[src/rtl/cnn_ctrl_pkg.sv]
// Shared encodings for the CNN control slice: per-buffer states, the
// ping-pong top FSM states and the A/B buffer select values.
package cnn_ctrl_pkg;

   typedef enum logic [1:0] {
      BUF_FREE    = 2'd0,
      BUF_LOADING = 2'd1,
      BUF_READY   = 2'd2,
      BUF_BUSY    = 2'd3
   } buf_state_t;

   typedef enum logic {
      ST_IDLE = 1'b0,
      ST_RUN  = 1'b1
   } top_state_t;

   localparam logic BUF_A = 1'b0;
   localparam logic BUF_B = 1'b1;

endpackage

[src/rtl/pp_buf_tracker.sv]
// Lifecycle of one input tile buffer: FREE -> LOADING -> READY -> BUSY -> FREE.
// Each strobe only advances the buffer out of the state it applies to.
module pp_buf_tracker
   import cnn_ctrl_pkg::*;
(
   input  logic       clk,
   input  logic       reset,
   input  logic       clr,
   input  logic       load_start,
   input  logic       load_done,
   input  logic       comp_start,
   input  logic       comp_done,
   output buf_state_t buf_state
);

   buf_state_t buf_state_nxt;

   always_comb begin
      buf_state_nxt = buf_state;
      if (clr) begin
         buf_state_nxt = BUF_FREE;
      end else begin
         case (buf_state)
            BUF_FREE:    if (load_start) buf_state_nxt = BUF_LOADING;
            BUF_LOADING: if (load_done)  buf_state_nxt = BUF_READY;
            BUF_READY:   if (comp_start) buf_state_nxt = BUF_BUSY;
            BUF_BUSY:    if (comp_done)  buf_state_nxt = BUF_FREE;
            default:                     buf_state_nxt = BUF_FREE;
         endcase
      end
   end

   always_ff @(posedge clk or posedge reset) begin
      if (reset) buf_state <= BUF_FREE;
      else       buf_state <= buf_state_nxt;
   end

endmodule

[src/rtl/input_pingpong_ctrl.sv]
// Ping-pong sequencer for the A/B input tile buffers: the DMA bridge fills one
// buffer while the conv engine computes on the other.
module input_pingpong_ctrl
   import cnn_ctrl_pkg::*;
#(
   parameter int TILE_W = 16
) (
   input  logic              clk,
   input  logic              reset,
   input  logic              cfg_start,
   input  logic [TILE_W-1:0] cfg_num_tiles,
   output logic              dma_req,
   input  logic              dma_done,
   output logic              active_in_buf,
   output logic              compute_start,
   output logic              compute_buf,
   input  logic              compute_done,
   output logic              busy,
   output logic              done,
   output logic              err,
   output logic [TILE_W-1:0] tiles_done
);

   top_state_t        state, state_nxt;
   buf_state_t        buf_a, buf_b;
   buf_state_t        fill_st, comp_st;
   logic              fill_sel, comp_sel;
   logic [TILE_W-1:0] num_tiles, issued;
   logic              run, any_loading, any_busy;
   logic              start_any, start_run, start_empty;
   logic              dma_ok, comp_ok, last_tile, proto_err;

   assign run         = (state == ST_RUN);
   assign fill_st     = fill_sel ? buf_b : buf_a;
   assign comp_st     = comp_sel ? buf_b : buf_a;
   assign any_loading = (buf_a == BUF_LOADING) || (buf_b == BUF_LOADING);
   assign any_busy    = (buf_a == BUF_BUSY) || (buf_b == BUF_BUSY);
   assign start_any   = !run && cfg_start;
   assign start_run   = start_any && (cfg_num_tiles != '0);
   assign start_empty = start_any && (cfg_num_tiles == '0);
   // fill_sel is frozen while loading, so the LOADING buffer is always fill_sel
   assign dma_ok      = run && dma_done && any_loading;
   assign comp_ok     = run && compute_done && any_busy;
   assign last_tile   = comp_ok && ((tiles_done + TILE_W'(1)) == num_tiles);

   assign busy          = run;
   assign active_in_buf = fill_sel;
   assign compute_buf   = comp_sel;

   always_ff @(posedge clk or posedge reset) begin
      if (reset) state <= ST_IDLE;
      else       state <= state_nxt;
   end

   always_comb begin
      state_nxt     = state;
      dma_req       = 1'b0;
      compute_start = 1'b0;
      proto_err     = 1'b0;
      case (state)
         ST_IDLE: begin
            proto_err = dma_done || compute_done;
            if (start_run) state_nxt = ST_RUN;
         end
         ST_RUN: begin
            dma_req       = (fill_st == BUF_FREE) && (issued < num_tiles) && !any_loading;
            compute_start = (comp_st == BUF_READY) && !any_busy;
            proto_err     = (dma_done && !any_loading) || (compute_done && !any_busy);
            if (last_tile) state_nxt = ST_IDLE;
         end
         default: state_nxt = ST_IDLE;
      endcase
   end

   always_ff @(posedge clk or posedge reset) begin
      if (reset) begin
         fill_sel   <= BUF_A;
         comp_sel   <= BUF_A;
         num_tiles  <= '0;
         issued     <= '0;
         tiles_done <= '0;
         done       <= 1'b0;
         err        <= 1'b0;
      end else begin
         done <= start_empty || last_tile;
         // a protocol error in the same cycle as a start still sticks
         if (start_any) begin
            err        <= proto_err;
            tiles_done <= '0;
            fill_sel   <= BUF_A;
            comp_sel   <= BUF_A;
         end else begin
            err <= err || proto_err;
         end
         if (start_run) begin
            num_tiles <= cfg_num_tiles;
            issued    <= '0;
         end
         if (dma_req) issued <= issued + TILE_W'(1);
         if (dma_ok)  fill_sel <= ~fill_sel;
         if (comp_ok) begin
            comp_sel   <= ~comp_sel;
            tiles_done <= tiles_done + TILE_W'(1);
         end
      end
   end

   pp_buf_tracker u_buf_a (
      .clk        (clk),
      .reset      (reset),
      .clr        (start_run),
      .load_start (dma_req && (fill_sel == BUF_A)),
      .load_done  (dma_ok && (fill_sel == BUF_A)),
      .comp_start (compute_start && (comp_sel == BUF_A)),
      .comp_done  (comp_ok && (comp_sel == BUF_A)),
      .buf_state  (buf_a)
   );

   pp_buf_tracker u_buf_b (
      .clk        (clk),
      .reset      (reset),
      .clr        (start_run),
      .load_start (dma_req && (fill_sel == BUF_B)),
      .load_done  (dma_ok && (fill_sel == BUF_B)),
      .comp_start (compute_start && (comp_sel == BUF_B)),
      .comp_done  (comp_ok && (comp_sel == BUF_B)),
      .buf_state  (buf_b)
   );

endmodule

[config.mk]
export PLATFORM = sky130hd
export DESIGN_NAME = input_pingpong_ctrl
export DESIGN_NICKNAME = d
export VERILOG_FILES = /design/src/rtl/cnn_ctrl_pkg.sv /design/src/rtl/pp_buf_tracker.sv /design/src/rtl/input_pingpong_ctrl.sv
export SDC_FILE = /design/constraint.sdc
export NUM_CORES = 1
export LEC_CHECK = 0
export ABC_AREA = 1
export CAP_MARGIN = 20
export CORE_MARGIN = 10
export CORE_UTILIZATION = 30
export DETAILED_ROUTE_END_ITERATION = 8
export GPL_TIMING_DRIVEN = 0
export HOLD_SLACK_MARGIN = 0.05
export PLACE_DENSITY = 0.46
export SETUP_SLACK_MARGIN = 0.2
export SYNTH_ARGS = -nofsm -noshare
export SYNTH_HDL_FRONTEND = slang
export SYNTH_SLANG_ARGS = --single-unit
export TNS_END_PERCENT = 20
[constraint.sdc]
create_clock -name clk -period 5.25 [get_ports clk]
set_input_delay 1.575 -clock clk [delete_from_list [all_inputs] [get_ports clk]]
set_output_delay 1.575 -clock clk [all_outputs]
set_load 0.01 [all_outputs]
* Yosys cells after proc, flatten, opt, wreduce, memory -nomap -nowiden
Cells that the tools add are included.
** Storage, ports and cells
- Register bits after elaboration :: 57
- Bits of input ports :: 21
- Output and inout bits :: 23
- Logic and storage cells :: 100
** Cells by class
- Add/sub/neg operators :: 2
- Magnitude comparators :: 1
- Equality and inequality tests :: 16
- Muxes and demuxes :: 28
- Bitwise logic cells :: 3
- Reductions and logical operators :: 40
** Operators by type and width (count)
- 16-bit two-way mux :: 4
- 16-bit by 1-bit adder with 16-bit output, second input constant :: 2
- 2-bit two-way mux :: 12
- 3-bit by 2-bit != test with 1-bit output, second input constant :: 8
- 1-bit logical AND :: 21
- 16-bit equality test :: 1
- 16-bit logical NOT :: 1
- 16-bit less-than comparator :: 1
- 2-bit one-hot mux with 4 select lines :: 2
- 16-bit nonzero test :: 1
- 2-bit equality test, second input constant :: 5
- 1-bit two-way mux :: 8
- 4-bit AND reduction :: 2
- 2-bit logical NOT :: 3
- 1-bit logical OR :: 6
- 2-bit nonzero test :: 3
- 2-bit by 1-bit equality test with 1-bit output, second input constant :: 2
- 1-bit one-hot mux with 2 select lines :: 2
- 1-bit logical NOT :: 3
- 1-bit inverter :: 3

* Depth between registers and ports, before layout
- Word-level depth :: 9
- Mapped depth :: 16

* Hierarchy
Synthesis repeated with hierarchy kept, for this count alone.
** Unflattened totals
- Cells, all modules :: 551
- Area total of the unflattened synthesis :: 3932.5 um^2
** Modules (own cells, without submodules)
- input_pingpong_ctrl :: times used 1, cells each 491, area each 3537.1 um^2, sequential area each 1326.3 um^2
- pp_buf_tracker :: times used 2, cells each 30, area each 197.7 um^2, sequential area each 50.0 um^2

* Least setup slack after synthesis
OpenSTA, ideal clock, no wires.
- Kind :: register -> output
- From :: register num_tiles[5]
- To :: output port dma_req
- Data arrival time :: 1.465 ns
- Data required time :: 3.675 ns
- Setup slack :: 2.210 ns
- Cell stages (with the launch flop) :: 12
- Path through :: dfrtp_1 > inv_1 > ha_1 > a21oi_1 > nor2_1 > nor3_1 > nand2_1 > nand2_1 > nand2_1 > nand2_1 > nand2_2 > inv_2
** Between the ends
- Longest elaborated chain between the ends :: 4
** Ends and longest elaborated chain
- from (decl) :: RTL line input_pingpong_ctrl.sv:28 : logic [TILE_W-1:0] num_tiles, issued;
- from (signal assigned) :: RTL line input_pingpong_ctrl.sv:96 : num_tiles <= cfg_num_tiles;
- 16-bit less-than comparator :: RTL line input_pingpong_ctrl.sv:66 : dma_req = (fill_st == BUF_FREE) && (issued < num_tiles) && !any_loading;
- 1-bit logical AND (2 in a row) :: RTL line input_pingpong_ctrl.sv:66
- 1-bit two-way mux :: RTL line input_pingpong_ctrl.sv:60 : case (state)
- to (decl) :: RTL line input_pingpong_ctrl.sv:12 : output logic dma_req,
Every way passes these cells.

* Worst setup path in the final report
- From :: register u_buf_a.buf_state[1]
- To :: output port dma_req
** Between the ends
- Longest elaborated chain between the ends :: 5
- Elaborated cells on any way between the ends :: 8
- Classes of those cells :: eq/ne (1); mux (2); reduce/logical (5)
** Ends and longest elaborated chain
- from (decl) :: RTL line pp_buf_tracker.sv:13 : output buf_state_t buf_state
- from (signal assigned) :: RTL line pp_buf_tracker.sv:35 : else buf_state <= buf_state_nxt;
- 2-bit two-way mux / 2-bit by 1-bit equality test with 1-bit output (equally long branches) :: RTL line input_pingpong_ctrl.sv:34, input_pingpong_ctrl.sv:36
- 2-bit logical NOT / 1-bit logical OR (equally long branches) :: RTL line input_pingpong_ctrl.sv:66, input_pingpong_ctrl.sv:36
- 1-bit logical AND / 1-bit logical NOT (equally long branches) :: RTL line input_pingpong_ctrl.sv:66
- 1-bit logical AND (*) :: RTL line input_pingpong_ctrl.sv:66
- 1-bit two-way mux (*) :: RTL line input_pingpong_ctrl.sv:60
Mark *: on every way between the ends. The rest lies on a longest branch, timed or not.

==> impl_metrics.json <==
{
  "cp_cell_sequence": "inv_1 -> ha_1 -> nor2_1 -> nand3_1 -> a211oi_2 -> nand2_2 -> inv_2 -> clkdlybuf4s50_1",
  "routed_wl_mm": 10.3,
  "p_sw_mw": 0.956,
  "critPathSlowestCell": "clkdlybuf4s50_1",
  "p_per_area_nw_per_um2": 498,
  "avgSynthCellArea_um2": 7.39,
  "ioPinCount": 44,
  "report.final.slew_viol_count": 0,
  "p_comb_share_pct": 42.6,
  "dp_hpwl_mm": 7.99,
  "wire_per_inst_um": 14.0,
  "cts_root_buf": "clkbuf_16",
  "relSlewSlack_pct": 54.9,
  "vdd_drop_max_mv": 0.183,
  "start_kind": "flip-flop",
  "hp-class": "reg -> reg",
  "finalSetupTns_ps": 0,
  "critPathMaxStageDelay_ps": 580,
  "grt_overflow": 0,
  "synthFlopType": "dfrtp_1",
  "die_area_um2": 17400,
  "area.growth.synth_to_final_pct": 25.8,
  "tightest_slew_ps": 676,
  "cts_sinks": 57,
  "portBuffers": 43,
  "die_h_um": 132,
  "synthAdderAreaFrac_pct": 9.00,
  "postCtsHoldBufs": 0,
  "yosysTopAreaCellShare_pct": 38.0,
  "fin_crit_ps": 4190,
  "final_common_cell": "nand2_1",
  "p_int_mw": 1.40,
  "finalHoldViolCount": 0,
  "r2r_end": "tiles_done[10]$_DFFE_PP0P_",
  "clk_path_buf_depth": 2,
  "synth_seq_cells": 57,
  "cts_resized": 0,
  "ff2ff_setup_slack_ps": 2850,
  "path_depth": 8,
  "setup_violations": 0,
  "worst-path-buf-inv": 3,
  "netlist_instances": 508,
  "yosysUniqueCellTypes": 30,
  "start_util_pct": 31.0,
  "worst-path-max-fanout": 8,
  "critical-path-top-delay-family": "buffers and inverters",
  "drtIter0Drc": 249,
  "gp_congestion": 0.859,
  "die_x_um": 132,
  "period_share_pct": 79.9,
  "core-area_um2": 12100,
  "grt_pass1_vias": 3364,
  "first_pass_iters": 5,
  "cts_made_buffers": 9,
  "crit_start": "u_buf_a.buf_state[1]$_DFFE_PP0P_",
  "clock_skew_ps": 5.07,
  "final_layout_size_suffix_gt1_share_pct": 6.51,
  "reg2regPathDepth": 7,
  "crit_type": "reg -> out",
  "endpoint_kind": "output pin",
  "async_reset_ff_share_pct": 100,
  "h-tree-depth": 3,
  "yosysTopAreaCell": "dfrtp_1",
  "post-route-drc-count": 0,
  "power_frac_seq_pct": 31.3,
  "synth-xor-area-share_pct": 4.10,
  "clkPwrFrac_pct": 26.0,
  "synth_simple_gate_area_share_pct": 29.8,
  "synth_mux_area_share_pct": 0,
  "fin_ws_ps": 1060,
  "yosys_warnings": 0,
  "rows": 40,
  "antennaDiodeCount": 0,
  "grt_pass1_wl_mm": 17.1,
  "syn-cell-area_um2": 3750,
  "synth_fp_nets": 556,
  "track_usage_pct": 12.0,
  "crit_end": "dma_req",
  "finalNetCount": 611,
  "ant_nets": 0,
  "cp_data_required_time_ps": 3680,
  "grt_max_degree": 31,
  "rsz0062_at_grt": "false",
  "synth_top_family_by_area": "simple AND/OR/NAND/NOR gates",
  "cts_setup_buffers": 0,
  "maxCapViolCount": 0,
  "finalPower_mw": 2.35,
  "p_leak_nw": 2.19,
  "reg2reg_from": "u_buf_a.buf_state[0]$_DFFE_PP0P_",
  "synth_area_leaders": "dfrtp_1 (38%), nand2_1 (14%), ha_1 (9.0%)",
  "status": "finished, final reports clean",
  "timing.fmax_mhz": 238,
  "synth_edf_count": 0,
  "antenna_found_initial": 0,
  "clk_pin_slew_ps": 50,
  "num_vias": 3360,
  "layout_common_cells": "nand2_1 (138), inv_1 (73), dfrtp_1 (57)",
  "post-place-ws_ps": 1370,
  "clock_latency_ps": 330,
  "cts_tree": "yes",
  "hp-start": "err$_DFF_PP0_",
  "seq_area_frac_synth_pct": 38.0,
  "arrival_ps": 2620,
  "sw_frac_of_total_pct": 40.6,
  "synth_compound_area_share_pct": 10.7,
  "via_per_inst": 4.57
}
-- layer usage --
metal | global-route usage, % | vias up | part of all wire [%]
met5 | 0 | - | 0
met4 | 5.32 | 0 | 2.1
met3 | 2.67 | 14 | 3.8
met2 | 19.4 | 43 | 46
met1 | 15.1 | 1536 | 48
li1 | - | 1767 | -
-- worst min-delay path, stage by stage (launching register included) --
cell,delay [ps]
dfrtp_1,340
nand2_1,50
nand3_1,70
-- worst min-delay path by stage --
stage / endpoint / cells past startpoint
2_1_floorplan: num_tiles[5]$_DFFE_PP0P_ / 2
6_report: err$_DFF_PP0_ / 2
3_3_place_gp: err$_DFF_PP0_ / 2
3_5_place_dp: err$_DFF_PP0_ / 2
5_1_grt: err$_DFF_PP0_ / 2
4_1_cts: err$_DFF_PP0_ / 2
-- cells in the mapped netlist, types with 6 or more instances --
| cell type | count |
|---|---|
| a21oi_1 | 7 |
| dfrtp_1 | 57 |
| ha_1 | 27 |
| inv_1 | 74 |
| nand2_1 | 138 |
| nand2_2 | 6 |
| nand3_1 | 48 |
| nand4_1 | 10 |
| nor2_1 | 36 |
| o21ai_0 | 40 |
| o22ai_1 | 18 |
| xor2_1 | 13 |
-- power groups by stage --
stage | clock network, mW | registers (mW) | logic (mW)
after global routing | 0.643 | 0.764 | 1.17
after floorplan | 0 | 0.724 | 0.674
after CTS | 0.626 | 0.736 | 1.02
final | 0.613 | 0.737 | 1.00
after global placement | 0 | 0.740 | 1.00
after detailed placement | 0 | 0.743 | 1.02
-- registers in the layout, summed over array words and instances (netlist names) --
signal	cells
done	1
tiles_done	16
err	1
u_buf_a.buf_state	2
compute_buf	1
active_in_buf	1
issued	16
u_buf_b.buf_state	2
busy	1
num_tiles	16
-- cell type report --
| cell class | count | area [µm²] |
|---|---|---|
| repair buffers | 44 | 450 |
| flip-flops and latches | 57 | 1430 |
| clock inverters | 2 | 35.0 |
| inverters | 75 | 282 |
| well taps | 168 | 210 |
| multi-input cells | 369 | 2010 |
| fillers | 1305 | 7390 |
| clock buffers | 14 | 274 |
| plain buffers | 7 | 32.5 |
-- logic make-up (layout without fill, tap and decap cells) --
family,count (synthesis),after routing
simple gates,254,254
buf+inv,82,142
compound gates,72,72
flops,57,57
fa+ha+maj,27,27
xor+xnor,16,16
-- metrics by stage --
step | hold WS [ps] | cells | util, % | instance area [µm²]
floorplan | 469 | 508 | - | 3750
global placement | 489 | 719 | 36.3 | 4390
detailed placement | 486 | 720 | 36.4 | 4410
CTS | 502 | 736 | 39.0 | 4720
global route | 529 | 736 | 39.0 | 4720
finish | 495 | 736 | 39.0 | 4720
No activity file was read; power rests on OpenSTA's default activity.
